### src/rtl/hazard_ctrl.sv
// hazard_ctrl: register-hazard owner for decode -- EX/MEM shadow slots, in-flight scoreboard,
// forward selects and hazard stall. Optional macro HAZARD_MEM_FWD_EN enables forwarding from MEM.
`default_nettype none

module hazard_ctrl #(
  parameter int CNT_W = 2
) (
  input  logic       clk,
  input  logic       reset_n,
  input  logic       de_valid,
  input  logic       de_issue,
  input  logic [4:0] de_rs1,
  input  logic [4:0] de_rs2,
  input  logic       de_use_rs1,
  input  logic       de_use_rs2,
  input  logic [4:0] de_rd,
  input  logic       de_is_load,
  input  logic       ex_stall,
  input  logic       wb_wen,
  input  logic [4:0] wb_wreg,
  output logic [1:0] forward_rs1,
  output logic [1:0] forward_rs2,
  output logic       hz_stall,
  output logic       hz_busy
);

  localparam logic [1:0] SEL_NONE = 2'b00;
  localparam logic [1:0] SEL_EX   = 2'b01;
  localparam logic [1:0] SEL_MEM  = 2'b10;
  localparam logic [CNT_W-1:0] CNT_MAX = '1;
`ifdef HAZARD_MEM_FWD_EN
  localparam logic MEM_FWD = 1'b1;
`else
  localparam logic MEM_FWD = 1'b0;
`endif

  logic             ex_vld_q, ex_vld_d, ex_ld_q, ex_ld_d;
  logic [4:0]       ex_rd_q, ex_rd_d;
  logic             mem_vld_q, mem_vld_d;
  logic [4:0]       mem_rd_q, mem_rd_d;
  logic [CNT_W-1:0] cnt_q [32];
  logic [CNT_W-1:0] cnt_d [32];

  logic sb_inc, sb_dec, rd_full, blk1, blk2;

  always_comb begin
    ex_vld_d  = ex_vld_q;
    ex_rd_d   = ex_rd_q;
    ex_ld_d   = ex_ld_q;
    mem_vld_d = mem_vld_q;
    mem_rd_d  = mem_rd_q;
    if (!ex_stall) begin
      ex_vld_d  = de_issue;
      ex_rd_d   = de_issue ? de_rd : 5'd0;
      ex_ld_d   = de_issue & de_is_load;
      mem_vld_d = ex_vld_q;
      mem_rd_d  = ex_rd_q;
    end
  end

  assign sb_inc = de_issue && (de_rd != 5'd0);
  assign sb_dec = wb_wen && (wb_wreg != 5'd0);

  // A matched inc/dec pair cancels even when the counter sits at zero or saturation.
  always_comb begin
    cnt_d = cnt_q;
    if (!(sb_inc && sb_dec && (de_rd == wb_wreg))) begin
      if (sb_inc && (cnt_q[de_rd] != CNT_MAX))
        cnt_d[de_rd] = cnt_q[de_rd] + 1'b1;
      if (sb_dec && (cnt_q[wb_wreg] != '0))
        cnt_d[wb_wreg] = cnt_q[wb_wreg] - 1'b1;
    end
    cnt_d[0] = '0;
  end

  always_ff @(posedge clk or negedge reset_n) begin
    if (!reset_n) begin
      ex_vld_q  <= 1'b0;
      ex_rd_q   <= 5'd0;
      ex_ld_q   <= 1'b0;
      mem_vld_q <= 1'b0;
      mem_rd_q  <= 5'd0;
      for (int i = 0; i < 32; i++) cnt_q[i] <= '0;
    end else begin
      ex_vld_q  <= ex_vld_d;
      ex_rd_q   <= ex_rd_d;
      ex_ld_q   <= ex_ld_d;
      mem_vld_q <= mem_vld_d;
      mem_rd_q  <= mem_rd_d;
      cnt_q     <= cnt_d;
    end
  end

  function automatic logic [1:0] fwd_sel(input logic [4:0] s, input logic use_s);
    logic [1:0] sel;
    sel = SEL_NONE;
    if (use_s && (s != 5'd0)) begin
      if (ex_vld_q && (ex_rd_q == s) && !ex_ld_q)
        sel = SEL_EX;
      else if (MEM_FWD && mem_vld_q && (mem_rd_q == s))
        sel = SEL_MEM;
    end
    return sel;
  endfunction

  function automatic logic src_blocked(input logic [4:0] s, input logic use_s,
                                       input logic [1:0] sel);
    logic load_use, pending;
    load_use = ex_vld_q && (ex_rd_q == s) && ex_ld_q;
    // A same-cycle writeback is covered by register-file write-through.
    pending  = (sel == SEL_NONE) && (cnt_q[s] != '0) && !(wb_wen && (wb_wreg == s));
    return use_s && (s != 5'd0) && (load_use || pending);
  endfunction

  always_comb begin
    forward_rs1 = fwd_sel(de_rs1, de_use_rs1);
    forward_rs2 = fwd_sel(de_rs2, de_use_rs2);
    blk1        = src_blocked(de_rs1, de_use_rs1, forward_rs1);
    blk2        = src_blocked(de_rs2, de_use_rs2, forward_rs2);
    // A full rd counter holds decode whatever its sources, so the count can never overflow.
    rd_full     = (de_rd != 5'd0) && (cnt_q[de_rd] == CNT_MAX);
    hz_stall    = de_valid && (blk1 || blk2 || rd_full);
  end

  always_comb begin
    hz_busy = 1'b0;
    for (int i = 1; i < 32; i++) hz_busy = hz_busy | (cnt_q[i] != '0);
  end

endmodule

`default_nettype wire

### config.mk
export PLATFORM = sky130hd
export DESIGN_NAME = hazard_ctrl
export DESIGN_NICKNAME = d
export VERILOG_FILES = /design/src/rtl/hazard_ctrl.sv
export SDC_FILE = /design/constraint.sdc
export NUM_CORES = 1
export LEC_CHECK = 0
export ABC_AREA = 1
export CAP_MARGIN = 30
export CORE_ASPECT_RATIO = 1.4
export CORE_UTILIZATION = 55
export CTS_CLUSTER_SIZE = 30
export DETAILED_ROUTE_END_ITERATION = 10
export PLACE_DENSITY = 0.74
export SYNTH_ARGS = -nofsm -noshare
export SYNTH_HDL_FRONTEND = slang
export SYNTH_SLANG_ARGS = --single-unit
### constraint.sdc
create_clock -name clk -period 3.25 [get_ports clk]
set_input_delay 0.65 -clock clk [delete_from_list [all_inputs] [get_ports clk]]
set_output_delay 0.65 -clock clk [all_outputs]
set_load 0.005 [all_outputs]
# Word-level counts from Yosys, hierarchy flattened
# Cells that the tools add are included.
classes:
  order_cmp: 6
  add_sub_neg: 2
  bitwise_logic: 35
  n_mux: 26
  eq_ne: 7
  n_reduce_logical: 73
op_table:
  columns: ["operator", "n"]
  rows:
  - ["64-bit bitwise mux", 2]
  - ["64-bit two-way mux", 2]
  - ["2-bit nonzero test", 34]
  - ["62-bit two-way mux", 1]
  - ["2-bit binary-select mux with 5-bit select", 4]
  - ["1-bit OR", 30]
  - ["1-bit logical AND", 26]
  - ["5-bit == test", 5]
  - ["6-bit greater-or-equal comparator (second input constant)", 4]
  - ["5-bit NOT with 6-bit output", 4]
  - ["2-bit demux with 5-bit select", 2]
  - ["2-bit two-way mux", 10]
  - ["5-bit nonzero test", 4]
  - ["6-bit by 1-bit less-than comparator with 1-bit output (second input constant)", 2]
  - ["5-bit two-way mux", 1]
  - ["2-bit logical NOT", 2]
  - ["1-bit logical OR", 4]
  - ["1-bit two-way mux", 4]
  - ["1-bit logical NOT", 3]
  - ["2-bit by 1-bit adder with 2-bit output (second input constant)", 1]
  - ["2-bit == test (second input constant)", 1]
  - ["2-bit != test (second input constant)", 1]
  - ["2-bit by 1-bit subtractor with 2-bit output (second input constant)", 1]
  - ["1-bit bitwise AND", 1]
totals:
  output_inout_bits: 6
  wordCells: 183
  ff_bits: 69
  in_bits: 29

# Longest topological paths before layout
depth:
  word_depth: 31
  depth_mapped: 20
  mapped_depth_nobuf: 17

# Worst setup path after synthesis
# Ideal clock, no wire load.
synth_path:
  path_type: "input -> output"
  from: "input port de_rd[0]"
  to: "output port hz_stall"
  slack_ns: 0.389
  n_path_buf: 2
  arrival_ns: 2.211
  cell_stages: 14
  required_time_ns: 2.600
  path_cell_list: "buf_4 > inv_1 > nor2_2 > buf_6 > a22oi_1 > o221ai_1 > nand2_1 > o2111ai_1 > or2_2 > ha_1 > nand2_1 > nand3_1 > nand2_1 > inv_1"
synth_via:
  elab_chain_cells: 8
  elab_cells_between_ends: 9
  cone_classes: "eq/ne (1); mux (3); bitwise (1); reduce/logical (4)"
synth_rtl:
  columns: ["element", "line", "text"]
  rows:
  - ["from (decl)", "16", "input logic [4:0] de_rd,"]
  - ["5-bit NOT with 6-bit output (not written as such)", "121", "rd_full = (de_rd != 5'd0) && (cnt_q[de_rd] == CNT_MAX);"]
  - ["2-bit binary-select mux with 5-bit select", "121", null]
  - ["2-bit two-way mux (not written as such) (2 in a row)", "121", null]
  - ["2-bit == test", "121", null]
  - ["1-bit logical AND *", "121", null]
  - ["1-bit logical OR *", "122", "hz_stall = de_valid && (blk1 || blk2 || rd_full);"]
  - ["1-bit logical AND *", "122", null]
  - ["to (decl)", "23", "output logic hz_stall,"]
# Mark *: on every way between the ends. The rest lies on a longest branch, timed or not. The select of a mux whose other input is x is not followed.

# Worst setup path in the final report
layout_path:
  from: "register cnt_q[1] (netlist bit)"
  to: "output port hz_busy"
layout_via:
  elab_chain_cells: 2
layout_rtl:
  columns: ["element", "line", "text"]
  rows:
  - ["from (decl)", "41", "logic [CNT_W-1:0] cnt_q [32];"]
  - ["from (signal assigned)", "90", "cnt_q <= cnt_d;"]
  - ["2-bit nonzero test", "127", "for (int i = 1; i < 32; i++) hz_busy = hz_busy | (cnt_q[i] != '0);"]
  - ["1-bit OR", "127", null]
  - ["to (decl)", "24", "output logic hz_busy"]
# No other way between the ends.

==> results_dict.tcl <==
set metrics [dict create \
    hold_class "in -> async" \
    whs_ns 0.4244 \
    drcViolationCount 0 \
    layout-drive-gt1-share_pct 22.35 \
    die-height_microns 131.3 \
    io_pins 35 \
    drv_slew 0 \
    required_ns 2.60 \
    drt_iter0_markers 901 \
    drtAntennaViolNets 0 \
    relSlewSlack_pct 39.63 \
    design.die.area_sq_um 12390 \
    firstDrtPassIters 8 \
    worstSetupStartpointType "flop" \
    core_area_sq_um 11450 \
    muxShareOfSynthArea_pct 0 \
    vias 8377 \
    n_antenna_cell 0 \
    final_common_cell "nand2_1" \
    yosysWarnings 0 \
    skew_ns 0.007028 \
    initial_utilization_pct 57.36 \
    critPathCaptureType "output pin" \
    cts_root_buf "clkbuf_16" \
    worst-slew-pin-transition_ns 0.9056 \
    fmax_mhz 319.3 \
    async_flop_share_pct 100.0 \
    cts_buffers 9 \
    insertion_delay_ns 0.35 \
    area_growth_pct 28.97 \
    synthAdderAreaFrac_pct 0.3809 \
    post-route-period-util_pct 96.37 \
    slowest_stage "nor4_1" \
    cts.clk_slew.worst_paths_ns 0.06 \
    drt_wl_total_microns 29500 \
    vias_per_cell 6.322 \
    h-tree-depth 3 \
    clk_path_buf_depth 2 \
    outcome "finished clean" \
    powerDensity_nw_per_um2 535.1 \
    synthSimpleGateAreaFrac_pct 26.24 \
    grt_pass1_vias 8248 \
    final_cell_mix "nand2_1 (178), inv_1 (149), buf_4 (143)" \
    final-hold-violation-count 0 \
    io_buffers 32 \
    overflow 0 \
    synth_top_family_by_area "compound AO/OA/AOI/OAI gates" \
    ys_top_cells_by_area "dfrtp_1 (26%), nand2_1 (10%), inv_1 (8.8%)" \
    setup_viol_count_final 0 \
    cts_tree "built" \
    nNetsFinal 1207 \
    num_rows 46 \
    synth-xor-area-share_pct 0.7998 \
    synth_cells 1015 \
    die_w_microns 94.37 \
    fin_crit_ns 3.132 \
    hpwl_microns 21910 \
    crit_path_max_incr_delay_ns 0.51 \
    synth_edf_count 0 \
    ir_worst_vdd_v 0.0003826 \
    worstPathMaxFanout 3 \
    worst_ep_arrival_time_ns 2.48 \
    synth_top_area_share_pct 26.28 \
    seq_area_frac_synth_pct 26.28 \
    antenna_found_initial 0 \
    finalNonFillerCells 1325 \
    grt_first_pass_wirelength_microns 45040 \
    hold_buffers 0 \
    synth_compound_area_share_pct 32.13 \
    cp_cell_sequence "inv_1, buf_4, nand3_1, nor4_1, nand4_1, clkdlybuf4s50_1" \
    cap_violations 0 \
    synth-seq-cells 69 \
    gp_congestion 1.059 \
    grt_setup_unrepaired "yes" \
    routedWlPerCell_microns 22.27 \
    track_usage_pct 49.11 \
    grt_max_degree 70 \
    cts_sinks 69 \
    dpl.cell_count 1306 \
    synth_top_flop_cell "dfrtp_1" \
    synth_cell_types 44 \
    syn_area_per_cell_sq_um 6.473 \
    leakage_nw 4.102 \
    synth_area_leader_cell "dfrtp_1" \
    critPathKind "reg -> out" \
    synth_area_sq_um 6570 \
]
cells by family (layout without fill, tap and decap cells):
logic type               Yosys count  after routing
AND/OR/NAND/NOR                  388            389
AO/OA/AOI/OAI                    337            337
buffers and inverters            212            376
flip-flops                        69             69
XOR/XNOR                           6              6
adder cells (fa/ha/maj)            2              2
other                              1              2
layer usage:
| layer | vias to the layer above | routed length (microns) | GRT usage [%] |
|---|---|---|---|
| met5 | - | 0 | 0 |
| met3 | 220 | 3332 | 17.01 |
| met2 | 562 | 13140 | 74.40 |
| met4 | 0 | 2763 | 38.12 |
| met1 | 3813 | 10270 | 55.28 |
| li1 | 3782 | - | - |
critical path: cells and delay by family, from the launching register on:
family,cells,cell delay (ns)
buf+inv,3,0.87
simple gates,3,0.93
flops,1,0.36
report_power, final:
group	leakage [nW]	total, mW	internal (mW)	switching (mW)
logic	3.18	2.05	0.685	1.36
clock network	0.138	1.01	0.593	0.413
registers	0.781	1.48	1.15	0.329
total	4.10	4.53	2.43	2.11
synth_stat cells, types with 6 or more instances:
cell	count
nand2_1	182
inv_1	154
nor2_1	106
o21ai_0	88
a21oi_1	70
dfrtp_1	69
a22oi_1	50
o21ai_1	46
nand3_1	40
o22ai_1	28
nand4_1	17
a22oi_2	15
nor3_1	15
a21oi_2	14
clkbuf_1	13
buf_4	11
inv_2	11
buf_6	10
buf_2	8
a32oi_1	7
o221ai_1	7
nor3_2	6
final timing paths:
| path | from | endpoint | slack [ns] | depth (start not counted) |
|---|---|---|---|---|
| setup reg to reg | cnt_q[55] | cnt_q[39] | 0.46 | 14 |
| min in group clk | cnt_q[26] | cnt_q[26] | 0.59 | 2 |
| hold reg to reg | cnt_q[26] | cnt_q[26] | 0.59 | 2 |
| hold / removal | reset_n | cnt_q[44] | 0.42 | 1 |
| max in group asynchronous | reset_n | ex_rd_q[0] | 2.22 | 1 |
| setup / recovery | cnt_q[1] | hz_busy | 0.12 | 6 |
layout make-up:
type                       count  area (sq um)
clock buffer                  10         229.0
clock inverter                 6         63.81
fill                        1013          2980
inverter                     170         658.1
multi-input combinational    736          3985
sequential                    69          1727
tap                          144         180.2
timing repair buffer         189          1623
timing repair inverter         1         7.507
sequential cells by signal, indices dropped and copies added (netlist names):
register,flops
ex_rd_q,5
ex_ld_q,1
cnt_q,62
ex_vld_q,1
per-stage QoR:
step	total power, mW	utilization [%]	setup slack [ns]	instance area (sq um)	setup TNS (ns)
2_1_floorplan	2.471	-	0.3892	6574	0
3_3_place_gp	3.366	70.69	-0.6201	8097	-26.09
3_5_place_dp	3.373	70.69	-0.6798	8097	-30.57
4_1_cts	4.375	73.71	0.01263	8442	0
5_1_grt	4.683	73.98	-0.04841	8473	-0.04841
6_report	4.534	73.98	0.1179	8473	0
repair_timing:
action | 4_1_cts | 5_1_grt
pin swaps | 6 | 7
resized for setup | 52 | 13
endpoints found under the setup margin | 64 | 63
buffers inserted | 1 | 0
cloned | 1 | 1
Note: power is estimated with default switching activity, not from simulation.
